## src/rtl/axi_transaction_timer_mc_if.sv

```systemverilog
// ---------------------------------------------------------------------------
// axi_transaction_timer_mc_if
// Carries the AXI address-channel signals that the latency timer snoops.
// Only the AW/AR handshakes and their addresses are needed. Every signal is
// passively observed by the timer.
//   awvalid/awready/awaddr : write-address channel
//   arvalid/arready/araddr : read-address channel
// Modports:
//   master : the side that drives the observed bus (bus fabric or bench)
//   slave  : the snooping timer, which only reads the signals
// ---------------------------------------------------------------------------
interface axi_transaction_timer_mc_if #(
  parameter int ADDR_SIZE = 32
);
  logic                 awvalid;
  logic                 awready;
  logic [ADDR_SIZE-1:0] awaddr;
  logic                 arvalid;
  logic                 arready;
  logic [ADDR_SIZE-1:0] araddr;

  modport master (
    output awvalid, awready, awaddr,
    output arvalid, arready, araddr
  );

  modport slave (
    input awvalid, awready, awaddr,
    input arvalid, arready, araddr
  );
endinterface

```

## src/rtl/axi_transaction_timer_mc.sv

```systemverilog
// ---------------------------------------------------------------------------
// axi_transaction_timer_mc
// Multi-channel AXI transaction latency timer. For each of NUM_CH channels it
// counts the cycles from a start-address handshake to a stop-address
// handshake. It keeps the last, max and count statistics for each channel.
// Ports:
//   clk, rst_n        : clock, asynchronous active-low reset
//   axi               : snooped AW/AR handshake and address (slave modport)
//   i_start_address   : per-channel start address, ch k at [k*REG_SIZE +: REG_SIZE]
//   i_stop_address    : per-channel stop address, same packing
//   i_start_sel       : 0 = start on AW handshake, 1 = start on AR handshake
//   i_stop_sel        : 0 = stop on AW handshake, 1 = stop on AR handshake
//   i_enable          : channel enable (abort when dropped mid-measurement)
//   i_continuous      : 1 = re-arm after each measurement, 0 = one-shot
//   i_clear           : pulse, clears max/count/overflow of the channel
//   o_valid           : 1-cycle pulse when o_time has a new value
//   o_time            : last measured latency
//   o_max_time        : largest latency since reset/clear
//   o_done_count      : completed measurements, saturating
//   o_overflow        : sticky, the time counter saturated
//   o_busy            : channel in ARM/WAIT_START/MEASURE
//   o_waiting         : channel in WAIT_START
// ---------------------------------------------------------------------------
module axi_transaction_timer_mc #(
  parameter int NUM_CH    = 4,
  parameter int REG_SIZE  = 32,
  parameter int ADDR_SIZE = 32,
  parameter int CNT_W     = 16
) (
  input  logic                       clk,
  input  logic                       rst_n,
  axi_transaction_timer_mc_if.slave  axi,
  input  logic [NUM_CH*REG_SIZE-1:0] i_start_address,
  input  logic [NUM_CH*REG_SIZE-1:0] i_stop_address,
  input  logic [NUM_CH-1:0]          i_start_sel,
  input  logic [NUM_CH-1:0]          i_stop_sel,
  input  logic [NUM_CH-1:0]          i_enable,
  input  logic [NUM_CH-1:0]          i_continuous,
  input  logic [NUM_CH-1:0]          i_clear,
  output logic [NUM_CH-1:0]          o_valid,
  output logic [NUM_CH*REG_SIZE-1:0] o_time,
  output logic [NUM_CH*REG_SIZE-1:0] o_max_time,
  output logic [NUM_CH*CNT_W-1:0]    o_done_count,
  output logic [NUM_CH-1:0]          o_overflow,
  output logic [NUM_CH-1:0]          o_busy,
  output logic [NUM_CH-1:0]          o_waiting
);

  typedef enum logic [1:0] {
    IDLE       = 2'd0,
    ARM        = 2'd1,
    WAIT_START = 2'd2,
    MEASURE    = 2'd3
  } state_t;

  localparam logic [REG_SIZE-1:0] TIME_MAX = {REG_SIZE{1'b1}};
  localparam logic [CNT_W-1:0]    DONE_MAX = {CNT_W{1'b1}};

  logic aw_fire;
  logic ar_fire;

  assign aw_fire = axi.awvalid & axi.awready;
  assign ar_fire = axi.arvalid & axi.arready;

  for (genvar gi = 0; gi < NUM_CH; gi++) begin : g_ch
    state_t                state_reg;
    state_t                state_next;
    logic [REG_SIZE-1:0]   cnt_reg;
    logic                  enable_d_reg;
    logic                  valid_reg;
    logic [REG_SIZE-1:0]   time_reg;
    logic [REG_SIZE-1:0]   max_reg;
    logic [CNT_W-1:0]      done_reg;
    logic                  ovf_reg;

    logic [REG_SIZE-1:0]   start_cfg;
    logic [REG_SIZE-1:0]   stop_cfg;
    logic                  start_hit;
    logic                  stop_hit;
    logic                  enable_rise;
    logic                  enable;
    logic                  capture;
    logic                  start_accept;
    logic                  busy;
    logic                  waiting;
    logic [REG_SIZE-1:0]   max_base;
    logic [CNT_W-1:0]      done_base;
    logic                  ovf_base;

    assign start_cfg = i_start_address[gi*REG_SIZE +: REG_SIZE];
    assign stop_cfg  = i_stop_address[gi*REG_SIZE +: REG_SIZE];
    assign enable    = i_enable[gi];

    // Only the low ADDR_SIZE bits of the configuration are compared.
    assign start_hit = i_start_sel[gi]
                     ? (ar_fire && (axi.araddr == start_cfg[ADDR_SIZE-1:0]))
                     : (aw_fire && (axi.awaddr == start_cfg[ADDR_SIZE-1:0]));
    assign stop_hit  = i_stop_sel[gi]
                     ? (ar_fire && (axi.araddr == stop_cfg[ADDR_SIZE-1:0]))
                     : (aw_fire && (axi.awaddr == stop_cfg[ADDR_SIZE-1:0]));

    assign enable_rise = enable & ~enable_d_reg;

    // State register
    always_ff @(posedge clk or negedge rst_n) begin
      if (!rst_n) begin
        state_reg <= IDLE;
      end else begin
        state_reg <= state_next;
      end
    end

    // Next-state logic. A dropped enable always wins, so an abort takes
    // priority over a stop (or start) hit in the same cycle.
    always_comb begin
      state_next = state_reg;
      case (state_reg)
        IDLE: begin
          if (enable_rise || (enable && i_continuous[gi])) state_next = ARM;
        end
        ARM: begin
          state_next = WAIT_START;
        end
        WAIT_START: begin
          if (!enable)        state_next = IDLE;
          else if (start_hit) state_next = MEASURE;
        end
        MEASURE: begin
          if (!enable)       state_next = IDLE;
          else if (stop_hit) state_next = i_continuous[gi] ? WAIT_START : IDLE;
        end
        default: state_next = IDLE;
      endcase
    end

    // Output / control decode
    always_comb begin
      capture      = (state_reg == MEASURE) && enable && stop_hit;
      start_accept = (state_reg == WAIT_START) && enable && start_hit;
      busy         = (state_reg != IDLE);
      waiting      = (state_reg == WAIT_START);
    end

    // Time counter. It holds 1 in the cycle after the start hit, so a stop
    // hit E-S cycles after the start sees exactly E-S.
    always_ff @(posedge clk or negedge rst_n) begin
      if (!rst_n) begin
        cnt_reg      <= '0;
        enable_d_reg <= 1'b0;
      end else begin
        enable_d_reg <= enable;
        if (state_reg == ARM) begin
          cnt_reg <= '0;
        end else if (start_accept) begin
          cnt_reg <= REG_SIZE'(1);
        end else if (state_reg == MEASURE && cnt_reg != TIME_MAX) begin
          cnt_reg <= cnt_reg + REG_SIZE'(1);
        end
      end
    end

    // A clear is applied before a coincident capture or overflow, so that
    // capture becomes the first sample after the clear.
    always_comb begin
      max_base  = i_clear[gi] ? '0   : max_reg;
      done_base = i_clear[gi] ? '0   : done_reg;
      ovf_base  = i_clear[gi] ? 1'b0 : ovf_reg;
    end

    // Statistics
    always_ff @(posedge clk or negedge rst_n) begin
      if (!rst_n) begin
        valid_reg <= 1'b0;
        time_reg  <= '0;
        max_reg   <= '0;
        done_reg  <= '0;
        ovf_reg   <= 1'b0;
      end else begin
        valid_reg <= capture;
        if (capture) begin
          time_reg <= cnt_reg;
        end
        max_reg  <= (capture && cnt_reg > max_base) ? cnt_reg : max_base;
        done_reg <= (capture && done_base != DONE_MAX) ? done_base + CNT_W'(1) : done_base;
        ovf_reg  <= ovf_base | ((state_reg == MEASURE) && (cnt_reg == TIME_MAX));
      end
    end

    assign o_valid[gi]                          = valid_reg;
    assign o_time[gi*REG_SIZE +: REG_SIZE]      = time_reg;
    assign o_max_time[gi*REG_SIZE +: REG_SIZE]  = max_reg;
    assign o_done_count[gi*CNT_W +: CNT_W]      = done_reg;
    assign o_overflow[gi]                       = ovf_reg;
    assign o_busy[gi]                           = busy;
    assign o_waiting[gi]                        = waiting;
  end

endmodule

```

## src/flat_wrapper.sv

```systemverilog
// flat-port wrapper written by rule: the top's interface ports become plain ports
module axi_transaction_timer_mc_flat 
#(
  parameter int NUM_CH    = 4,
  parameter int REG_SIZE  = 32,
  parameter int ADDR_SIZE = 32,
  parameter int CNT_W     = 16
)
  (clk, rst_n, i_start_address, i_stop_address, i_start_sel, i_stop_sel, i_enable, i_continuous, i_clear, o_valid, o_time, o_max_time, o_done_count, o_overflow, o_busy, o_waiting, axi_awvalid, axi_awready, axi_awaddr, axi_arvalid, axi_arready, axi_araddr);
  axi_transaction_timer_mc_if #(.ADDR_SIZE(ADDR_SIZE)) axi_i ();
  input  logic clk;
  input  logic rst_n;
  input  logic [NUM_CH*REG_SIZE-1:0] i_start_address;
  input  logic [NUM_CH*REG_SIZE-1:0] i_stop_address;
  input  logic [NUM_CH-1:0] i_start_sel;
  input  logic [NUM_CH-1:0] i_stop_sel;
  input  logic [NUM_CH-1:0] i_enable;
  input  logic [NUM_CH-1:0] i_continuous;
  input  logic [NUM_CH-1:0] i_clear;
  output logic [NUM_CH-1:0] o_valid;
  output logic [NUM_CH*REG_SIZE-1:0] o_time;
  output logic [NUM_CH*REG_SIZE-1:0] o_max_time;
  output logic [NUM_CH*CNT_W-1:0] o_done_count;
  output logic [NUM_CH-1:0] o_overflow;
  output logic [NUM_CH-1:0] o_busy;
  output logic [NUM_CH-1:0] o_waiting;
  input wire logic [$bits(axi_i.awvalid)-1:0] axi_awvalid;
  input wire logic [$bits(axi_i.awready)-1:0] axi_awready;
  input wire logic [$bits(axi_i.awaddr)-1:0] axi_awaddr;
  input wire logic [$bits(axi_i.arvalid)-1:0] axi_arvalid;
  input wire logic [$bits(axi_i.arready)-1:0] axi_arready;
  input wire logic [$bits(axi_i.araddr)-1:0] axi_araddr;
  assign axi_i.awvalid = axi_awvalid;
  assign axi_i.awready = axi_awready;
  assign axi_i.awaddr = axi_awaddr;
  assign axi_i.arvalid = axi_arvalid;
  assign axi_i.arready = axi_arready;
  assign axi_i.araddr = axi_araddr;
  axi_transaction_timer_mc #(.NUM_CH(NUM_CH), .REG_SIZE(REG_SIZE), .ADDR_SIZE(ADDR_SIZE), .CNT_W(CNT_W)) u_core (.clk(clk), .rst_n(rst_n), .axi(axi_i), .i_start_address(i_start_address), .i_stop_address(i_stop_address), .i_start_sel(i_start_sel), .i_stop_sel(i_stop_sel), .i_enable(i_enable), .i_continuous(i_continuous), .i_clear(i_clear), .o_valid(o_valid), .o_time(o_time), .o_max_time(o_max_time), .o_done_count(o_done_count), .o_overflow(o_overflow), .o_busy(o_busy), .o_waiting(o_waiting));
endmodule
```

## config.mk

```make
export PLATFORM = sky130hd
export DESIGN_NAME = axi_transaction_timer_mc_flat
export DESIGN_NICKNAME = d
export VERILOG_FILES = /design/src/rtl/axi_transaction_timer_mc_if.sv /design/src/rtl/axi_transaction_timer_mc.sv /design/src/flat_wrapper.sv
export SDC_FILE = /design/constraint.sdc
export NUM_CORES = 2
export LEC_CHECK = 0
export ABC_AREA = 1
export CAP_MARGIN = 20
export CORE_AREA = 5 5 266 268
export DETAILED_ROUTE_END_ITERATION = 8
export DIE_AREA = 0 0 271 273
export DONT_BUFFER_PORTS = 1
export GPL_TIMING_DRIVEN = 0
export PLACE_DENSITY = 0.7
export SYNTH_ARGS = -nofsm -noshare
export SYNTH_HDL_FRONTEND = slang
export SYNTH_SLANG_ARGS = --single-unit
```

## constraint.sdc

```tcl
create_clock -name clk -period 2.8 [get_ports clk]
set_clock_uncertainty 0.1 [all_clocks]
set_input_delay 0.14 -clock clk [delete_from_list [all_inputs] [get_ports clk]]
set_output_delay 0.14 -clock clk [all_outputs]
set_load 0.02 [all_outputs]
```

==> results.md <==
* WP data arrival at 3.21 ns
* Final setup violation count at 0
* Drt drc at 0
* GP Congestion at 1.080
* RSZ-0062 raised after global routing: true
* Num ports at 682
* Initial antenna violation count at 5
* Layout Cells excl Fill at 6,452
* Setup crit end kind: register
* Area of the multi-input gates at 0.02107 mm2
* Comb pwr share at 24.3%
* Distinct cell type count after synthesis at 59
* Die area at 0.07398 mm2
* Width of the die at 271 um
* Share of cells above drive strength 1 at 9.284%
* Fin nets at 6,008
* Setup ws final at 0.04957 ns
* CTS HTree Levels at 2
* Fin Hold WS at -0.8731 ns
* Area growth, synth to finish at 10.83%
* Fill cells at 6,625
* Actual slew at the worst max-slew pin at 2.023 ns
* Starting Density at 53.76%
* Worst EP required at 3.26 ns
* Number of buffer and inverter stages on the critical path at 2
* Total grt overflow at 0
* Final worst path period need at 2.750 ns
* Net Count, Synth at 5,872
* Avg Cell Area, Syn at 6.793 um2
* Total power per unit cell area at 473.1 mW/mm2
* Worst VDD drop at 0.5577 mV
* Slew headroom at -34.87%
* Fmax at 363.6 MHz
* Max-slew violation count at 314
* Sink Count at 468
* Top_reg_cell synth: dfrtp_1
* CTS clock-pin slew for the worst setup and hold paths at 0.06 ns
* Synth warn at 0
* DR pass1 iterations at 6
* Routed WL at 157.0 mm
* Leakage at 20.79 nW
* Port bufs at 0
* Storage element area at 0.01175 mm2
* Post-synth top area share at 31.99%
* Failing checks: negative hold slack, max-slew violations
* CTS tree: yes
* Die height at 273 um
* Mapped cell area at 0.03661 mm2
* Dpl cells at 6,272
* Max FO, Critical Path at 10
* Clock power share at 39.0%
* DP Worst Slack at -0.7105 ns
* Vias in the first global route at 34.66k
* Pin count of the biggest net entering global routing at 469
* Area contributors post-synth: dfrtp_1 (32%), nand2_1 (19%), xnor2_1 (6.3%), inv_1 (6.3%), nor2_1 (5.8%)
* Routed Antenna Nets at 0
* DP HPWL at 125.8 mm
* Syn Inst Count at 5,390
* Post-synth top area cell: dfrtp_1
* Switching power at 6.386 mW
* Hold Vio Cnt, Final at 471
* Final Cycle Share at 98.23%
* Worst path slowest cell: dfrtp_1
* #FFs+latches synth at 468
* Number of synthesized flops with an enable pin at 0
* FFs w/ async S/R, synth at 100.0%
* Largest stage delay on the critical path at 0.52 ns
* First-pass GRT wire length at 226.0 mm
* Switch share at 33.27%
* DR WL/cell at 24.34 um
* CP Launch Type: register
* Cell mode on critical path: nand2_1
* Sequential power share at 36.8%
* Via Count at 37.29k
* Num CTS Buffers at 53
* DR iter-0 viols at 4,253
* Seq/Total Area, Yosys at 31.99%
* Core ar. at 0.06811 mm2
* Root Buffer: clkbuf_16
* Worst path top cell family by delay: simple AND/OR/NAND/NOR gates
* Maximum clock path buffer count at 3
* Critical path class: register to register
* Global-route usage over all layers at 40.54%
* Max Cap Viol at 0
* Cell-internal power at 12.81 mW
* Vias/cell at 5.779
* Pwr Total at 19.20 mW
* FP Rows at 96
* Crit path cell chain: nand2_1, ha_1, inv_1, nor4_2, nand4_1, nor2_1, nand2_1, nand4_4, buf_2, nand2_1, nand2_1
* Status: complete, but fails checks
* Worst Hold Class: input port to asynchronous set/reset pin
* Later-pin clock latency in the skew report at 0.65 ns
power groups by stage:
stage / sequential [mW] / clock [mW] / combinational, mW
finish: 7.06 / 7.48 / 4.66
floorplan: 7.13 / 0 / 3.09
detailed placement: 7.18 / 0 / 4.33
global route: 7.07 / 7.84 / 4.98
CTS: 7.05 / 7.54 / 4.47
global placement: 7.17 / 0 / 4.31
final timing paths:
path | startpoint | endpoint | slack (ns) | depth (start not counted)
max in group asynchronous | rst_n | u_core.g_ch[2].done_reg[5] | 1.72 | 0
setup reg to reg | u_core.g_ch[3].max_reg[24] | u_core.g_ch[3].max_reg[27] | 0.05 | 11
min in group clk | i_clear[0] | u_core.g_ch[0].done_reg[15] | -0.01 | 6
setup / recovery | u_core.g_ch[3].max_reg[24] | u_core.g_ch[3].max_reg[27] | 0.05 | 11
hold reg to reg | u_core.g_ch[1].ovf_reg | u_core.g_ch[1].ovf_reg | 0.39 | 2
hold / removal | rst_n | u_core.g_ch[0].max_reg[11] | -0.87 | 0
routing by layer:
layer	vias to the layer above	global-route usage [%]	part of all wire [%]
li1	17210	-	-
met1	17520	50.82	38
met2	2103	62.97	43
met3	452	12.92	12
met4	6	21.01	6.8
met5	-	0	0.029
cell families (layout without fill, tap and decap cells):
logic type	after synthesis	in the layout	synth area share [%]
other	0	1	0
and+or+nand+nor	3199	3199	37.91
buffers and inverters	863	1042	10.84
xor gates and xnor gates	400	400	9.753
AOI/OAI and AO/OA	324	324	4.859
adders and majority gates	136	136	4.648
DFF	468	468	31.99
area by class of cell:
cell class              instances  area share [%]
diodes                          1        0.006167
plain buffers                 191           3.604
clock buffers                  67           3.620
clock inverters                31          0.9713
inverters                     672           6.235
multi-input cells            4059           51.92
flip-flops and latches        468           28.94
well taps                     882           2.720
repair buffers                 81           1.980
synth_stat cells, types with 50 or more instances:
library cell  count
dfrtp_1         468
nand4_1         169
nor2_1          563
nand3_1         302
a21oi_1         110
xor2_1          126
ha_1            136
buf_6            63
nand2_1        1827
inv_2            52
nor3_1          128
buf_4            50
o21ai_0          95
o21ai_1          58
inv_1           614
xnor2_1         265
per-stage QoR:
| stage | TNS [ns] | util, % | cell area (um2) | hold WS, ns |
|---|---|---|---|---|
| after global routing | -1.937 | 59.58 | 40580 | -0.9050 |
| after detailed placement | -59.50 | 55.38 | 37720 | -0.2422 |
| after CTS | 0 | 59.23 | 40340 | -0.8911 |
| after floorplan | 0 | - | 36610 | -0.2556 |
| final | 0 | 59.58 | 40580 | -0.8731 |
| after global placement | -56.05 | 55.38 | 37720 | -0.2449 |
cells in the final DEF, fill, tap and decap left out, types with 14 or more instances in the layout:
cell type / count
dfrtp_1: 441
o21ai_0: 94
or2_2: 16
dfrtp_2: 27
a21oi_1: 110
nand2_1: 1826
buf_6: 66
o21ai_2: 15
xnor2_1: 265
o21ai_1: 59
buf_4: 56
nor4_1: 18
inv_2: 52
nand3_2: 19
clkbuf_1: 31
clkbuf_16: 53
dlygate4sd3_1: 74
ha_1: 136
buf_2: 43
nand3_1: 299
nor3_1: 127
xor2_1: 126
inv_1: 614
nand2_2: 20
nor2_2: 37
nor2_1: 557
a31oi_1: 14
and2_1: 23
nand4_1: 169
repair_timing:
item	in CTS	in global routing
endpoints found under the setup margin	73	197
hold buffers	73	5
pin swaps	0	8
resized for setup	5	62
setup buffers	0	5
hold endpoints to repair	582	473
gates cloned	0	0
(Power assumes the default switching activity.)
